### config.mk
export PLATFORM = sky130hd
export DESIGN_NAME = axi_wr_burst_ctrl
export DESIGN_NICKNAME = d
export VERILOG_FILES = /design/src/rtl/axi_pkg.sv /design/src/rtl/axi_addr.sv /design/src/rtl/axi_wr_burst_ctrl.sv
export SDC_FILE = /design/constraint.sdc
export NUM_CORES = 1
export LEC_CHECK = 0
export CORE_MARGIN = 1.5
export CORE_UTILIZATION = 51
export CTS_CLUSTER_SIZE = 24
export DETAILED_ROUTE_END_ITERATION = 8
export PLACE_DENSITY = 0.86
export RECOVER_POWER = 25
export SYNTH_ARGS = -nofsm -noshare
export SYNTH_HDL_FRONTEND = slang
export SYNTH_SLANG_ARGS = --single-unit
### constraint.sdc
create_clock -name clk -period 3.56 [get_ports clk]
set_input_delay 0.712 -clock clk [delete_from_list [all_inputs] [get_ports clk]]
set_output_delay 0.712 -clock clk [all_outputs]
set_load 0.1 [all_outputs]
### src/rtl/axi_pkg.sv
// -----------------------------------------------------------------------------
// axi_pkg
// Shared encodings for the AXI slave write path:
//   - burst type encodings (FIXED / INCR / WRAP / reserved)
//   - write response encodings (OKAY / SLVERR)
//   - write-controller FSM state encoding
//   - wrap_len_ok(): legal WRAP burst length check (2, 4, 8 or 16 beats)
// -----------------------------------------------------------------------------
package axi_pkg;

    typedef enum logic [1:0] {
        BURST_FIXED = 2'b00,
        BURST_INCR  = 2'b01,
        BURST_WRAP  = 2'b10,
        BURST_RSVD  = 2'b11
    } burst_e;

    localparam logic [1:0] RESP_OKAY   = 2'b00;
    localparam logic [1:0] RESP_SLVERR = 2'b10;

    typedef enum logic [1:0] {
        ST_IDLE = 2'b00,
        ST_DATA = 2'b01,
        ST_RESP = 2'b10
    } state_e;

    // A WRAP burst must be 2, 4, 8 or 16 beats long (awlen = beats - 1).
    function automatic logic wrap_len_ok(input logic [7:0] len);
        logic ok;
        case (len)
            8'd1, 8'd3, 8'd7, 8'd15: ok = 1'b1;
            default:                 ok = 1'b0;
        endcase
        return ok;
    endfunction

endpackage

### src/rtl/axi_addr.sv
// -----------------------------------------------------------------------------
// axi_addr
// Combinational AXI next-beat address calculator.
// Ports:
//   i_last_addr  [AW-1:0]  address of the beat just transferred
//   i_size       [2:0]     log2 bytes per beat
//   i_burst      [1:0]     00 FIXED, 01 INCR, 10 WRAP, 11 treated as FIXED
//   i_len        [7:0]     beats minus 1 (sets the WRAP window)
//   o_next_addr  [AW-1:0]  address of the following beat (modulo 2^AW)
// INCR and WRAP align the current address down to the beat size before
// stepping, so an unaligned first beat is followed by aligned beats.
// -----------------------------------------------------------------------------
module axi_addr #(
    parameter int AW = 12
) (
    input  logic [AW-1:0] i_last_addr,
    input  logic [2:0]    i_size,
    input  logic [1:0]    i_burst,
    input  logic [7:0]    i_len,
    output logic [AW-1:0] o_next_addr
);

    localparam logic [AW-1:0] ONE = {{(AW-1){1'b0}}, 1'b1};

    logic [AW-1:0] incr_s;
    logic [AW-1:0] align_mask_s;
    logic [AW-1:0] aligned_s;
    logic [AW-1:0] stepped_s;
    logic [AW-1:0] wrap_mask_s;

    // Step the size-aligned address by one beat; WRAP keeps the upper bits
    // of the window and only lets the offset inside the window advance.
    always_comb begin
        incr_s       = ONE << i_size;
        align_mask_s = incr_s - ONE;
        aligned_s    = i_last_addr & ~align_mask_s;
        stepped_s    = aligned_s + incr_s;
        wrap_mask_s  = (({{(AW-8){1'b0}}, i_len} + ONE) << i_size) - ONE;
        case (i_burst)
            2'b00:   o_next_addr = i_last_addr;
            2'b01:   o_next_addr = stepped_s;
            2'b10:   o_next_addr = (i_last_addr & ~wrap_mask_s) | (stepped_s & wrap_mask_s);
            default: o_next_addr = i_last_addr;
        endcase
    end

endmodule

### src/rtl/axi_wr_burst_ctrl.sv
// -----------------------------------------------------------------------------
// axi_wr_burst_ctrl
// AXI slave write-channel controller: accepts one AW burst descriptor, then
// len+1 W beats (one memory write pulse per beat, one cycle after the beat
// handshake), then returns a single B response.
// Ports:
//   clk, rstn                      clock, synchronous active-low reset
//   i_awaddr/len/size/burst        AW descriptor, i_awvalid / o_awready
//   i_wdata/wstrb/wlast            W beat, i_wvalid / o_wready
//   o_bresp, o_bvalid / i_bready   B response (OKAY or SLVERR)
//   o_mem_we/addr/wdata/wstrb      registered memory write port
// Errors (reserved burst, oversize beat, illegal WRAP length, misplaced
// wlast) suppress memory writes from the point they are known and turn the
// response into SLVERR; the burst still consumes exactly len+1 beats.
// -----------------------------------------------------------------------------
module axi_wr_burst_ctrl
    import axi_pkg::*;
#(
    parameter int AW = 12,
    parameter int DW = 32
) (
    input  logic            clk,
    input  logic            rstn,
    input  logic [AW-1:0]   i_awaddr,
    input  logic [7:0]      i_awlen,
    input  logic [2:0]      i_awsize,
    input  logic [1:0]      i_awburst,
    input  logic            i_awvalid,
    output logic            o_awready,
    input  logic [DW-1:0]   i_wdata,
    input  logic [DW/8-1:0] i_wstrb,
    input  logic            i_wlast,
    input  logic            i_wvalid,
    output logic            o_wready,
    output logic [1:0]      o_bresp,
    output logic            o_bvalid,
    input  logic            i_bready,
    output logic            o_mem_we,
    output logic [AW-1:0]   o_mem_addr,
    output logic [DW-1:0]   o_mem_wdata,
    output logic [DW/8-1:0] o_mem_wstrb
);

    localparam int         NB       = DW / 8;
    localparam logic [2:0] SIZE_MAX = 3'($clog2(NB));

    state_e             state_q;
    logic [AW-1:0]      cur_addr_q;
    logic [7:0]         len_q;
    logic [2:0]         size_q;
    logic [1:0]         burst_q;
    logic [7:0]         beat_cnt_q;
    logic               err_q;

    logic               awready_q;
    logic               wready_q;
    logic               bvalid_q;
    logic [1:0]         bresp_q;
    logic               mem_we_q;
    logic [AW-1:0]      mem_addr_q;
    logic [DW-1:0]      mem_wdata_q;
    logic [DW/8-1:0]    mem_wstrb_q;

    logic [AW-1:0]      cur_addr_d;
    logic [1:0]         addr_burst_s;
    logic               aw_hs_s;
    logic               w_hs_s;
    logic               last_beat_s;
    logic               wlast_err_s;
    logic               aw_err_s;
    logic               err_d;

    // Handshake qualifiers, descriptor checks and the error flag update.
    always_comb begin
        aw_hs_s     = i_awvalid & awready_q;
        w_hs_s      = i_wvalid & wready_q;
        last_beat_s = (beat_cnt_q == len_q);
        wlast_err_s = (i_wlast != last_beat_s);
        err_d       = err_q | wlast_err_s;
        if (i_awburst == BURST_RSVD) begin
            aw_err_s = 1'b1;
        end else if (i_awsize > SIZE_MAX) begin
            aw_err_s = 1'b1;
        end else if ((i_awburst == BURST_WRAP) && !wrap_len_ok(i_awlen)) begin
            aw_err_s = 1'b1;
        end else begin
            aw_err_s = 1'b0;
        end
        // A reserved burst type must not move the address.
        if (burst_q == BURST_RSVD) begin
            addr_burst_s = BURST_FIXED;
        end else begin
            addr_burst_s = burst_q;
        end
    end

    axi_addr #(
        .AW (AW)
    ) u_axi_addr (
        .i_last_addr (cur_addr_q),
        .i_size      (size_q),
        .i_burst     (addr_burst_s),
        .i_len       (len_q),
        .o_next_addr (cur_addr_d)
    );

    // Burst FSM with all outputs registered; mem_we is a one-cycle pulse.
    always_ff @(posedge clk) begin
        if (!rstn) begin
            state_q     <= ST_IDLE;
            cur_addr_q  <= {AW{1'b0}};
            len_q       <= 8'd0;
            size_q      <= 3'd0;
            burst_q     <= 2'b00;
            beat_cnt_q  <= 8'd0;
            err_q       <= 1'b0;
            awready_q   <= 1'b0;
            wready_q    <= 1'b0;
            bvalid_q    <= 1'b0;
            bresp_q     <= RESP_OKAY;
            mem_we_q    <= 1'b0;
            mem_addr_q  <= {AW{1'b0}};
            mem_wdata_q <= {DW{1'b0}};
            mem_wstrb_q <= {NB{1'b0}};
        end else begin
            mem_we_q <= 1'b0;
            case (state_q)
                ST_IDLE: begin
                    if (aw_hs_s) begin
                        cur_addr_q <= i_awaddr;
                        len_q      <= i_awlen;
                        size_q     <= i_awsize;
                        burst_q    <= i_awburst;
                        beat_cnt_q <= 8'd0;
                        err_q      <= aw_err_s;
                        awready_q  <= 1'b0;
                        wready_q   <= 1'b1;
                        state_q    <= ST_DATA;
                    end else begin
                        awready_q  <= 1'b1;
                    end
                end
                ST_DATA: begin
                    if (w_hs_s) begin
                        // The write uses the error state known before this beat.
                        mem_we_q    <= ~err_q;
                        mem_addr_q  <= cur_addr_q;
                        mem_wdata_q <= i_wdata;
                        mem_wstrb_q <= i_wstrb;
                        cur_addr_q  <= cur_addr_d;
                        beat_cnt_q  <= beat_cnt_q + 8'd1;
                        err_q       <= err_d;
                        if (last_beat_s) begin
                            wready_q <= 1'b0;
                            bvalid_q <= 1'b1;
                            bresp_q  <= err_d ? RESP_SLVERR : RESP_OKAY;
                            state_q  <= ST_RESP;
                        end
                    end
                end
                ST_RESP: begin
                    if (bvalid_q && i_bready) begin
                        bvalid_q  <= 1'b0;
                        bresp_q   <= RESP_OKAY;
                        awready_q <= 1'b1;
                        state_q   <= ST_IDLE;
                    end
                end
                default: begin
                    awready_q <= 1'b0;
                    wready_q  <= 1'b0;
                    bvalid_q  <= 1'b0;
                    state_q   <= ST_IDLE;
                end
            endcase
        end
    end

    assign o_awready   = awready_q;
    assign o_wready    = wready_q;
    assign o_bvalid    = bvalid_q;
    assign o_bresp     = bresp_q;
    assign o_mem_we    = mem_we_q;
    assign o_mem_addr  = mem_addr_q;
    assign o_mem_wdata = mem_wdata_q;
    assign o_mem_wstrb = mem_wstrb_q;

endmodule

==> metrics.txt <==
H-Tree Depth 3; commonest non-fill, non-tap cells in the layout nand2_1 (163), clkdlybuf4s50_1 (117), a21oi_1 (103); adder-cell area share of the yosys netlist 1.154%; WS Path Type reg -> reg; #FFs+latches synth 89; pwr dens 359.1 nW/um^2; Die Width 106.1 um; Core Footprint 10320 um^2; crit path max fanout 7; outcome complete, but fails checks; final max-slew violation count 39; Root Buffer clkbuf_8; Clock Skew 0.01274 ns; first-pass GRT wire length 27300 um; EDFF count, synth 0; Routability Congestion 0.9405; Slew headroom -7.662%; PortBufs 119; layout cells sized above 1 6.611%; r2r setup slk 0.30 ns; FMAX 0.3066 GHz; CTS buffer count 9; IO Count 121; simple-gate area share of the yosys netlist 27.18%; leading cell type in the layout, fill and taps excluded nand2_1; Filler cells 823; CTS tree yes; Worst Path Required 3.85 ns; Total Power 2459 uW; post-synth top area share 32.88%; area leader, netlist dfxtp_1; Slew @ Worst Pin 1.615 ns; Syn Nets 803; post-synthesis mux area share 1.686%; vias per cell 6.026; maximum buffer depth of the clock tree 2; routed length per instance 17.66 um; xor and xnor area share after synthesis 3.533%; ys flop type dfxtp_1; vias in the first global route 5624; Synth Area in Compound Gates 26.53%; crit start category register; fin crit period 3.261 ns; antenna-violating nets left 0; antenna violations before repair 0; first-pass detailed-route iteration total 5; CTS Hold Buffers Added 0; initial cell density of the core 52.49%; Setup violations, final 0; Hold Path Stages 2; Cell variety after synth 76; Site Rows 37; die height 106.1 um; die area 11250 um^2; synthesized cell area 5419 um^2; post-synthesis sequential area ratio 32.88%; Post-DP HPWL 12470 um; All-Layer GR Usage 30.44%; total of max-cap violations 1; violated checks max-capacitance violations, max-slew violations; non-filler instance count after layout 968; clock latency on the worst-skew pair 0.37 ns; Via Count 5833; RSZ-0062 raised after global routing false; CP startpoint size_q[2]; Avg Synthesized Cell Area 7.413 um^2; largest cells by area after synthesis dfxtp_1 (33%), nand2_1 (11%), a21oi_1 (9.5%); asr flop ratio synth 0%; DRC 0; R2R depth 11; Worst Hold Class reg -> reg; setup_tns 0 ns; yosys synthesis warning count 0; # diodes 0; peak supply drop 0.5606 mV; 1st-iter DRT viols 524; grt total ovfl 0; Leakage Power 0.002375 uW; CP arrival 3.55 ns; largest net degree at the start of global routing 54; main combinational cell family by area after synthesis simple AND/OR/NAND/NOR gates; Nets 899; drt total wl 17100 um; # placed instances 952; critical path capture point type register; Syn Inst Count 731; final hold violations 0; CTS Sinks 89; Clk pin slew, worst setup/hold paths 0.10 ns; worst r2r src size_q[2]; fin crit share 91.61%; synthesis-to-finish area growth 26.35%
## worst max-delay path, stage by stage, from the launching register on
cell,delay [ns]
dfxtp_1,0.38
nor2_1,0.27
nand2_1,0.12
ha_1,0.28
nand2b_1,0.20
or3_1,0.43
a211o_1,0.35
a31oi_1,0.42
nor4bb_1,0.26
and4bb_2,0.25
o311ai_1,0.10
o21ai_0,0.11
## cells in the mapped netlist (4+ instances only)
master / instances
a2111oi_0: 5
a211o_1: 5
a211oi_1: 9
a21oi_1: 103
a22oi_1: 4
a311oi_1: 6
a31oi_1: 8
and2_1: 4
and3_1: 8
and4_1: 6
buf_2: 8
buf_4: 7
buf_6: 10
clkbuf_1: 30
dfxtp_1: 89
ha_1: 5
inv_1: 11
mux2i_1: 8
nand2_1: 163
nand2b_1: 7
nand3_1: 15
nand3b_1: 4
nand4_1: 12
nor2_1: 41
nor2b_1: 9
nor3_1: 11
nor4_1: 4
o211a_1: 6
o211ai_1: 6
o21a_1: 4
o21ai_0: 30
or2_2: 5
or3_1: 7
xnor2_1: 13
xor2_1: 7
## cells by family after synthesis
logic type      count (synthesis)
compound gates                224
xor+xnor                       21
fa+ha+maj                       5
buf+inv                        70
flops                          89
mux                             9
other cells                     1
simple gates                  312
## report_power, final
part	total, uW	internal [uW]	leakage (uW)	switching (uW)
Combinational	583	224	0.00154	359
Clock	799	407	0.000113	392
Sequential	1080	1030	0.000720	48.8
## final cells by class
cell class | instances | area, um^2 | area share [%]
sequential | 89 | 1782 | 26.02
tap | 136 | 170.2 | 2.485
clock buffer | 10 | 127.6 | 1.864
clock inverter | 6 | 97.59 | 1.425
multi-input combinational | 572 | 3268 | 47.73
timing repair buffer | 142 | 1353 | 19.76
inverter | 13 | 48.80 | 0.7127
## worst min path at each step
stage | startpoint | to | slack [ns]
6_report | o_mem_wdata[31] | o_mem_wdata[31] | 0.46
5_1_grt | o_mem_addr[1] | o_mem_addr[1] | 0.48
4_1_cts | o_mem_addr[2] | o_mem_addr[2] | 0.46
3_5_place_dp | o_mem_addr[2] | o_mem_addr[2] | 0.45
3_3_place_gp | o_mem_wdata[8] | o_mem_wdata[8] | 0.44
2_1_floorplan | err_q | o_mem_we | 0.42
## metrics by stage
step	setup slack, ns	cell area, um^2	hold slack, ns	util (%)
floorplan	0.5082	5419	0.4237	-
global placement	0.4434	6630	0.4413	64.22
detailed placement	0.3460	6630	0.4457	64.22
CTS	0.3244	6855	0.4594	66.40
global route	0.02975	6847	0.4817	66.32
finish	0.2988	6847	0.4569	66.32
## metal layers
| metal | up-vias | GRT usage [%] | part of all wire (%) | wire length [um] |
|---|---|---|---|---|
| met5 | - | 0 | 0 | 0 |
| met4 | 0 | 13.71 | 3.6 | 615 |
| met1 | 2735 | 37.64 | 42 | 7108 |
| li1 | 2815 | - | - | - |
| met3 | 47 | 5.334 | 5.8 | 993 |
| met2 | 236 | 51.72 | 49 | 8379 |
## what timing repair did
item                       CTS  global route
setup endpoints to repair    0             1
buffers inserted             0             0
resized for setup            0             1
No activity file was read; power rests on OpenSTA's default activity.
